--- config.mk ---
export PLATFORM = sky130hd
export DESIGN_NAME = mac_accum_uint8
export DESIGN_NICKNAME = d
export VERILOG_FILES = /design/src/rtl/mac_accum_uint8.sv
export SDC_FILE = /design/constraint.sdc
export NUM_CORES = 1
export LEC_CHECK = 0
export ABC_AREA = 1
export CORE_AREA = 2 2 112 81
export CTS_CLUSTER_DIAMETER = 80
export DETAILED_ROUTE_END_ITERATION = 10
export DIE_AREA = 0 0 114 83
export PLACE_DENSITY = 0.6
export SLEW_MARGIN = 40
export SYNTH_ARGS = -nofsm -noshare
export SYNTH_HDL_FRONTEND = slang
export SYNTH_SLANG_ARGS = --single-unit
export TNS_END_PERCENT = 1
--- constraint.sdc ---
create_clock -name clk -period 1.6 [get_ports clk]
set_clock_uncertainty 0.1 [all_clocks]
set_input_delay 0.32 -clock clk [delete_from_list [all_inputs] [get_ports clk]]
set_output_delay 0.32 -clock clk [all_outputs]
set_load 0.1 [all_outputs]
--- src/rtl/mac_accum_uint8.sv ---
// Windowed accumulator behind the 8x8 multiplier: realigns the operand valid tag
// to the multiplier latency and emits one registered sum per LEN valid products.
module mac_accum_uint8 #(
  parameter int MUL_LATENCY = 3,
  parameter int LEN         = 9,
  parameter int SUM_W       = 20
) (
  input  logic             clk,
  input  logic             reset,
  input  logic             valid_in,
  input  logic [15:0]      prod,
  output logic [SUM_W-1:0] out_sum,
  output logic             out_valid,
  output logic             busy
);

  localparam int CNT_W = (LEN > 1) ? $clog2(LEN) : 1;
  localparam logic [CNT_W-1:0] LAST = CNT_W'(LEN - 1);

  logic [MUL_LATENCY-1:0] vpipe;
  logic                   prod_valid;
  logic [CNT_W-1:0]       count;
  logic [SUM_W-1:0]       acc;
  logic [SUM_W-1:0]       next_sum;

  // Valid tags travel alongside the multiplier so prod_valid lines up with prod
  always_ff @(posedge clk or posedge reset) begin
    if (reset) begin
      vpipe <= '0;
    end else begin
      vpipe[0] <= valid_in;
      for (int i = 1; i < MUL_LATENCY; i++) begin
        vpipe[i] <= vpipe[i-1];
      end
    end
  end

  assign prod_valid = vpipe[MUL_LATENCY-1];

  always_comb begin
    next_sum = SUM_W'(prod);
    if (count != '0) begin
      next_sum = acc + SUM_W'(prod);
    end
  end

  always_ff @(posedge clk or posedge reset) begin
    if (reset) begin
      count     <= '0;
      acc       <= '0;
      out_sum   <= '0;
      out_valid <= 1'b0;
    end else if (prod_valid) begin
      if (count == LAST) begin
        out_sum   <= next_sum;
        out_valid <= 1'b1;
        count     <= '0;
        acc       <= '0;
      end else begin
        acc       <= next_sum;
        count     <= count + 1'b1;
        out_valid <= 1'b0;
      end
    end else begin
      out_valid <= 1'b0;
    end
  end

  assign busy = (count != '0);

endmodule

==> results.sh <==
export IMPL_met1_usage=0.3049
export IMPL_power_density_nw_per_um2=2433
export IMPL_syn_cell_area_um2=3276
export IMPL_n_antenna_cell=0
export IMPL_setup_viol=38
export IMPL_drive_above_1_share=0.2807
export IMPL_reg2reg_depth=10
export IMPL_antenna_found_initial=0
export IMPL_port_buffers=40
export IMPL_synth_compound_area_share=0.06532
export IMPL_final_cell_area_um2=4845
export IMPL_met2_usage=0.2965
export IMPL_overflow=0
export IMPL_insertion_delay_ns=0.30
export IMPL_synthAdderAreaFrac=0.07487
export IMPL_crit_fanout=4
export IMPL_status="finished, violations left"
export IMPL_wl_per_cell_um=14.41
export IMPL_r2r_start="acc[0]"
export IMPL_die_area_um2=9462
export IMPL_gp_congestion=0.9040
export IMPL_criticalPathCategory="reg2reg"
export IMPL_max_vdd_ir_drop_uv=1744
export IMPL_relSlewSlack=0.7877
export IMPL_tightest_slew_ns=0.3096
export IMPL_placed_area_um2=4274
export IMPL_first_pass_iters=4
export IMPL_yosysUniqueCellTypes=36
export IMPL_period_minus_slack_ns=1.906
export IMPL_fp_dieH_um=83
export IMPL_cts_htree_levels=2
export IMPL_cts_clk_slew_worst_paths_ns=0.07
export IMPL_cts_buffers=5
export IMPL_drt_wl_total_mm=9.264
export IMPL_gr_usage_met3=0.04599
export IMPL_critical_path_endpoint_type="flop"
export IMPL_drv_cap=0
export IMPL_syn_to_final_growth_pct=47.90
export IMPL_row_count=28
export IMPL_netlist_instances=465
export IMPL_timing_hold_ws_ns=0.2551
export IMPL_report_power_total_mw=11.79
export IMPL_grt_usage=0.2051
export IMPL_violations="setup timing"
export IMPL_critPathMaxStageDelay_ns=0.40
export IMPL_hold_depth=0
export IMPL_cts_hold_buf=0
export IMPL_rsz0062_at_grt="yes"
export IMPL_antenna_left=0
export IMPL_mostFrequentLayoutCells="nand2_1, inv_1, dfrtp_1"
export IMPL_p_leak_nw=2.493
export IMPL_drcViolationCount=0
export IMPL_vias=3202
export IMPL_hold_class="reg2reg"
export IMPL_grt_max_degree=49
export IMPL_finalCritPeriodShare=1.191
export IMPL_cp_start_kind="flop"
export IMPL_dp_hpwl_mm=6.813
export IMPL_finalHoldViolations=0
export IMPL_fin_nets=575
export IMPL_setup_ws_ns=-0.3058
export IMPL_viasPerCell=4.980
export IMPL_synth_nets=503
export IMPL_yosysSeqAreaShare=0.3667
export IMPL_crit_path_cell_trace="ha_2 -> fa_2 -> nand2_4 -> o21ai_4 -> buf_6 -> nand2_2 -> nand2_1 -> o22ai_1 -> buf_4 -> o21ai_1"
export IMPL_max_clock_freq_mhz=524.7
export IMPL_cts_root_buffer="clkbuf_16"
export IMPL_synth_mux_area_frac=0.006112
export IMPL_grt_pass1_wl_mm=15.39
export IMPL_initial_core_util=0.3929
export IMPL_required_ns=1.69
export IMPL_avgSynthCellArea_um2=7.044
export IMPL_worstSetupStartpoint="acc[0]"
export IMPL_fin_util=0.5810
export IMPL_slowest_stage="fa_2"
export IMPL_grt_busiest_layer="met1"
export IMPL_drv_slew=0
export IMPL_cts_buffer_depth=2
export IMPL_core_area_um2=8338
export IMPL_first_iter_violations=140
export IMPL_dieWidth_um=114
export IMPL_synth_warnings=0
export IMPL_final_common_cell="nand2_1"
export IMPL_arrival_ns=1.99
export IMPL_synth_xor_area_frac=0.005348
export IMPL_synthSimpleGateAreaFrac=0.3992
export IMPL_ys_seq_elements=48
export IMPL_tritoncts="done"
export IMPL_grt_pass1_vias=3105
export IMPL_io_pins=41
export IMPL_cts_sinks=48
export IMPL_synth_top_family_by_area="simple AND/OR/NAND/NOR gates"
export IMPL_hp_start="vpipe[1]"
synthesized netlist by cell type (all sizes together):
| library cell | n | share of area |
|---|---|---|
| a21boi | 1 | 0.0023 |
| a21o | 1 | 0.0023 |
| a21oi | 9 | 0.016 |
| a22oi | 1 | 0.0023 |
| and2 | 1 | 0.0027 |
| buf | 7 | 0.013 |
| clkbuf | 2 | 0.0023 |
| dfrtp | 48 | 0.37 |
| fa | 1 | 0.0061 |
| ha | 18 | 0.069 |
| inv | 59 | 0.068 |
| mux2i | 2 | 0.0061 |
| nand2 | 187 | 0.22 |
| nand3 | 41 | 0.073 |
| nand3b | 2 | 0.0046 |
| nand4 | 14 | 0.027 |
| nor2 | 28 | 0.045 |
| nor3 | 7 | 0.011 |
| nor4 | 1 | 0.0019 |
| o21a | 2 | 0.0046 |
| o21ai | 20 | 0.032 |
| o21bai | 1 | 0.0023 |
| o22ai | 2 | 0.0038 |
| or2 | 8 | 0.015 |
| xnor2 | 1 | 0.0027 |
| xor2 | 1 | 0.0027 |
layout make-up:
type / count / area, µm²
well taps: 105 / 131.4
repair buffers: 74 / 945.9
clock buffers: 6 / 138.9
multi-input cells: 349 / 2163
inverters: 59 / 225.2
flip-flops and latches: 48 / 1201
fillers: 774 / 3493
clock inverters: 2 / 38.79
state kept, by name, indices dropped and copies added (netlist names):
signal / flops
acc: 20
count: 4
out_sum: 20
out_valid: 1
vpipe: 3
per-stage QoR:
stage / TNS, ns / cells / setup slack [ns]
2_1_floorplan: -1.569 / 465 / -0.1213
3_3_place_gp: -23.91 / 630 / -0.7861
3_5_place_dp: -24.25 / 630 / -0.7903
4_1_cts: -7.612 / 642 / -0.3387
5_1_grt: -10.44 / 643 / -0.3665
6_report: -6.375 / 643 / -0.3058
power breakdown:
| part | total, mW | switching (mW) | internal (mW) | leakage (nW) |
|---|---|---|---|---|
| sequential | 2.37 | 0.595 | 1.77 | 0.582 |
| combinational | 8.14 | 4.90 | 3.24 | 1.82 |
| clock | 1.28 | 0.496 | 0.784 | 0.0871 |
| total | 11.8 | 5.99 | 5.79 | 2.49 |
routing by layer:
layer	up-vias	wire, µm
li1	1631	-
met1	1509	4760
met2	52	3951
met3	10	415
met4	0	136
met5	-	0
final timing paths:
| path | end | slack [ns] |
|---|---|---|
| setup reg to reg | acc[4] | -0.31 |
| setup / recovery | acc[4] | -0.31 |
| hold / removal | vpipe[2] | 0.26 |
| min in group asynchronous | out_sum[14] | 0.28 |
| hold reg to reg | vpipe[2] | 0.26 |
| max in group asynchronous | acc[4] | 0.89 |
critical path: cells and delay by family (launching register included):
family          cells  cell delay, ns
fa+ha+maj           2            0.61
buf+inv             2            0.28
compound gates      3            0.25
flops               1            0.39
simple gates        3            0.18
logic make-up after synthesis:
| logic type | count (synthesis) |
|---|---|
| and+or+nand+nor | 289 |
| buffers and inverters | 68 |
| DFF | 48 |
| AOI/OAI and AO/OA | 37 |
| adders and majority gates | 19 |
| xor gates and xnor gates | 2 |
| muxes | 2 |
what timing repair did:
| action | in CTS | in global routing |
|---|---|---|
| buffers inserted | 4 | 1 |
| endpoints found under the setup margin | 39 | 43 |
| pin swaps | 14 | 13 |
| gates resized for setup | 52 | 35 |
Power figures use the tool's default switching activity.
